$ cat config.mk
export PLATFORM = sky130hd
export DESIGN_NAME = bcd_timer_ctrl
export DESIGN_NICKNAME = d
export VERILOG_FILES = /design/src/rtl/bcd_timer_ctrl.sv
export SDC_FILE = /design/constraint.sdc
export NUM_CORES = 1
export LEC_CHECK = 0
export BUFFER_PORTS_ARGS = -buffer_cell sky130_fd_sc_hd__buf_2
export CORE_AREA = 2 2 85 87
export DETAILED_ROUTE_END_ITERATION = 6
export DIE_AREA = 0 0 87 89
export PLACE_DENSITY_LB_ADDON = 0.12
export SLEW_MARGIN = 30
export SYNTH_ARGS = -nofsm -noshare
export SYNTH_HDL_FRONTEND = slang
export SYNTH_SLANG_ARGS = --single-unit
$ cat constraint.sdc
create_clock -name clk -period 5.4 [get_ports clk]
set_input_delay 0.54 -clock clk [delete_from_list [all_inputs] [get_ports clk]]
set_output_delay 0.54 -clock clk [all_outputs]
set_load 0.02 [all_outputs]
$ cat src/rtl/bcd_timer_ctrl.sv
// Multi-digit BCD up-counting timer sequencer: start/stop/clear/load control,
// clock prescaler, cascaded decade increment, target compare and wrap detection.
module bcd_timer_ctrl #(
    parameter int unsigned DIGITS   = 4,
    parameter int unsigned TICK_DIV = 10
) (
    input  logic                clk,
    input  logic                reset,
    input  logic                start,
    input  logic                stop,
    input  logic                clear,
    input  logic                load,
    input  logic [4*DIGITS-1:0] load_value,
    input  logic [4*DIGITS-1:0] target,
    output logic [4*DIGITS-1:0] count,
    output logic [1:0]          state,
    output logic                running,
    output logic                match,
    output logic                overflow
);

    typedef enum logic [1:0] {
        StIdle = 2'b00,
        StRun  = 2'b01,
        StHold = 2'b10,
        StDone = 2'b11
    } state_e;

    localparam logic [15:0] PrescMax = 16'(TICK_DIV - 1);

    state_e              state_q, state_d;
    logic [4*DIGITS-1:0] count_q, count_d;
    logic [15:0]         presc_q, presc_d;
    logic                match_q, match_d;
    logic                overflow_q, overflow_d;

    logic [4*DIGITS-1:0] count_inc;
    logic [4*DIGITS-1:0] load_bcd;
    logic                all_nines;
    logic                carry;
    logic [3:0]          digit;
    logic                tick;

    // Ripple carry across decades; the whole count updates on a single edge.
    always_comb begin
        carry     = 1'b1;
        digit     = 4'd0;
        count_inc = '0;
        for (int i = 0; i < int'(DIGITS); i++) begin
            digit = count_q[4*i +: 4];
            if (carry) begin
                if (digit == 4'd9) begin
                    count_inc[4*i +: 4] = 4'd0;
                end else begin
                    count_inc[4*i +: 4] = digit + 4'd1;
                    carry               = 1'b0;
                end
            end else begin
                count_inc[4*i +: 4] = digit;
            end
        end
        // Carry out of the top digit means every digit was 9.
        all_nines = carry;
    end

    // Non-BCD preload digits are forced to 0 so count stays valid BCD.
    always_comb begin
        load_bcd = '0;
        for (int i = 0; i < int'(DIGITS); i++) begin
            if (load_value[4*i +: 4] <= 4'd9) begin
                load_bcd[4*i +: 4] = load_value[4*i +: 4];
            end
        end
    end

    assign tick = (presc_q == PrescMax);

    // Command decode (clear > load > stop > start) and next-state computation.
    always_comb begin
        state_d    = state_q;
        count_d    = count_q;
        presc_d    = presc_q;
        match_d    = 1'b0;
        overflow_d = 1'b0;
        if (clear) begin
            count_d = '0;
            presc_d = '0;
            state_d = StIdle;
        end else if (load && (state_q != StRun)) begin
            count_d = load_bcd;
            presc_d = '0;
            if (state_q == StDone) begin
                state_d = StIdle;
            end
        end else begin
            unique case (state_q)
                StIdle: begin
                    if (!stop && start) begin
                        state_d = StRun;
                        presc_d = '0;
                    end
                end
                StRun: begin
                    if (stop) begin
                        // Stop beats a coincident tick: count and prescaler freeze.
                        state_d = StHold;
                    end else if (tick) begin
                        presc_d    = '0;
                        count_d    = count_inc;
                        overflow_d = all_nines;
                        // Target digits > 9 can never equal a BCD count.
                        if (count_inc == target) begin
                            match_d = 1'b1;
                            state_d = StDone;
                        end
                    end else begin
                        presc_d = presc_q + 16'd1;
                    end
                end
                StHold: begin
                    if (!stop && start) begin
                        state_d = StRun;
                    end
                end
                StDone: begin
                end
                default: begin
                    state_d = StIdle;
                end
            endcase
        end
    end

    // State registers with synchronous active-high reset.
    always_ff @(posedge clk) begin
        if (reset) begin
            state_q    <= StIdle;
            count_q    <= '0;
            presc_q    <= '0;
            match_q    <= 1'b0;
            overflow_q <= 1'b0;
        end else begin
            state_q    <= state_d;
            count_q    <= count_d;
            presc_q    <= presc_d;
            match_q    <= match_d;
            overflow_q <= overflow_d;
        end
    end

    assign count    = count_q;
    assign state    = state_q;
    assign running  = (state_q == StRun);
    assign match    = match_q;
    assign overflow = overflow_q;

endmodule

==> metrics.txt <==
CP max FO 9; Max Cap Violations 0; CP Capture Type flop; clock latency on the worst-skew pair 300 ps; Nets 447; RSZ-0062 raised after global routing false; Power Dens Cells 178 mW/mm^2; worst slack, placed 2750 ps; Hold EP count[14]$_SDFFE_PP0P_; CTS Root Cell clkbuf_8; status complete, no violations; buffers and inverters on the worst path 0; Diodes inserted 0; average routed wire per standard cell 15.1 microns; setup slack, reg-to-reg 2740 ps; Yosys cell types 57; die width 87 microns; initial antenna violation count 0; Seq/Total Area, Yosys 26.9%; Final min period 2660 ps; Max Fclk 376 MHz; clk_skew 12.4 ps; CTS sink cnt 36; largest net degree at the start of global routing 22; Slew Limit Fails 0; crit path launch type flop; # port buffers between 50 and 60; post-DP HPWL 5.42 mm; Final Hold Fails 0; synth-to-layout area growth 14.9%; Fin Setup TNS 0 ps; relative slew slack 37.9%; Die Area just under 0.008 sq mm; WP data required 5620 ps; CP top delay family simple AND/OR/NAND/NOR gates; Ys Warns 0; Post-CTS Setup Inserts 0; combinational share of power 14.2%; Avg Inst Size Synth ~7.6 sq um; global-route wire length before repair 12.2 mm; Cell Int Power around 390 uW; TritonRoute pass-1 iters 4; total grt overflow 0; hold_buf cts 0; DRT antenna net count 0; CTS buffer count 5; worst vdd ir 0.000109 V; Most used DFF post-synth dfxtp_1; CTS clock-pin slew for the worst setup and hold paths 80 ps; # rows 30; Yosys top cell by area dfxtp_1; reg2reg start count[4]$_SDFFE_PP0P_; gr usage total 19.9%; final setup vio count 0; DP Area 0.00300 sq mm; critical setup path kind reg -> reg; share of layout cells above drive strength 1 a little under a fifth; fin area 0.00308 sq mm; Clock Tree Buf Depth 2; via/cell ratio 5.68; Final Core Density between 40% and 50%; PostCTS Resize Cnt 0; Hold Path Class in -> reg; Final Cycle Share 49.3%; Core Footprint between 0.006 and 0.007 sq mm; worst hold start load_value[14]; Starting Density 39.9%; Worst Slack Setup Final 2740 ps; Seq pwr share 50.4%; DRT Wirelength 7.28 mm; worst-path cell chain ha_1 > and3b_1 > nand3_2 > o21ai_1 > a21oi_1 > a2111oi_0 > nand3_1 > nor4_2; worst hold path stage count 3; reg2reg end match$_SDFF_PP0_; CP arrival 2880 ps; Leak 1.16 nW; vias in the first global route between 2000 and 2500; CTS H-tree lvls 2; IO Pins 59; Critical-path top delay cell dfxtp_1; Cells after Synth 352; asr flop ratio synth 0%; RePlAce Congestion 0.800; Via Count 2737; die height 89 microns; CTS tree done; Mapped Nets slightly below 400; switch share 28.1%; clock power share 35.4%; synthesized flop and latch total 36; Worst-Margin Slew between 900 and 1000 ps; top cells by area, synth dfxtp_1 (27%), a21oi_1 (7.1%), nor2_1 (5.3%), xor2_1 (4.6%), o21ai_0 (4.1%); DRT iter0 DRCs 119; CP peak stage delay 510 ps; Post-synth EDFFs 0; # DRC 0; WHS 504 ps; FF-to-FF path depth 8; top cell type's share of synthesized area 26.9%; Mapped Area 0.00268 sq mm; P_sw 154 uW
==> synthesized netlist by cell type, types with 2 or more instances <==
cell type  number
nand2b_1        4
and3_1          7
o41ai_1         4
nor4b_1         4
and4bb_1        2
mux2_2          2
ha_1            8
o211ai_1        3
a21o_1          2
inv_1          11
xnor2_1        10
nor3_1          9
a21oi_1        38
nand4_1         5
nand2_1        22
buf_2           6
a2111oi_0       2
xor2_1         14
nand3_1        19
and4_1          2
and2_1          3
and3b_1         3
nor2b_1         3
nor4_1          6
o31ai_1         2
nor3b_1         5
a31oi_1         2
mux2i_1         6
nor2_1         38
buf_4           2
a211oi_1        5
nor4_2          2
dfxtp_1        36
o21ai_0        22
o21ai_1         3
clkbuf_1        8
or3b_1          3
nand3b_1        5
or3_1           5
or4_1           2
==> registers in the layout, indices dropped and copies added, names as in the netlist <==
signal    count
match         1
presc_q      16
state         2
count        16
overflow      1
==> per-stage QoR <==
step	std cells	power (mW)
3_5_place_dp	474	0.360
4_1_cts	482	0.556
3_3_place_gp	474	0.359
2_1_floorplan	352	0.328
5_1_grt	482	0.579
6_report	482	0.548
==> layout make-up <==
| cell class | count | area (sq um) |
|---|---|---|
| sequential | 36 | 721 |
| tap | 80 | 100 |
| clock inverter | 1 | 8.76 |
| timing repair buffer | 58 | 290 |
| clock buffer | 7 | 76.3 |
| fill | 682 | 3640 |
| multi-input combinational | 289 | 1850 |
| inverter | 11 | 41.3 |
==> tightest hold or removal path: stages <==
cell and delay (ps):
buf_2 100, nand3_1 60, a21oi_1 60
==> cell families after synthesis <==
family / count (synthesis) / share of synthesized area, %
buffers and inverters: 27 / 4.34
AO/OA/AOI/OAI: 93 / 21.2
XOR/XNOR: 24 / 7.84
flip-flops: 36 / 26.9
adder cells (fa/ha/maj): 8 / 3.73
AND/OR/NAND/NOR: 155 / 32.6
multiplexers: 9 / 3.50
==> power groups by stage <==
stage                     Sequential [mW]  Combinational, mW  Clock (mW)
after CTS                           0.276             0.0781       0.202
after detailed placement            0.282             0.0779           0
after global routing                0.277             0.0870       0.215
final                               0.276             0.0781       0.194
after global placement              0.282             0.0775           0
after floorplan                     0.283             0.0446           0
==> placed cells by master, fill, tap and decap left out, types with 7 or more instances in the layout <==
master and n:
buf_2 58, nor2_1 38, a21oi_1 38, dfxtp_1 36, nand2_1 22, o21ai_0 22
nand3_1 19, xor2_1 14, inv_1 11, xnor2_1 10, nor3_1 9, ha_1 8
and3_1 7
==> routing by layer <==
metal / share of wire [%] / global-route usage [%]
met5: 0 / 0
met4: 1.3 / 4.40
met3: 3.6 / 4.25
met2: 47 / 32.4
met1: 48 / 27.0
==> worst max-delay path by stage <==
stage	endpoint	slack [ps]	cells after the start	from
floorplan	match$_SDFF_PP0_	3040	9	count[4]$_SDFFE_PP0P_
global placement	match$_SDFF_PP0_	2730	8	count[4]$_SDFFE_PP0P_
detailed placement	match$_SDFF_PP0_	2750	7	count[0]$_SDFFE_PP0P_
CTS	match$_SDFF_PP0_	2730	8	count[4]$_SDFFE_PP0P_
global route	state[1]$_SDFFE_PP0P_	2460	8	count[4]$_SDFFE_PP0P_
finish	match$_SDFF_PP0_	2740	8	count[4]$_SDFFE_PP0P_
No activity file was read; power rests on OpenSTA's default activity.
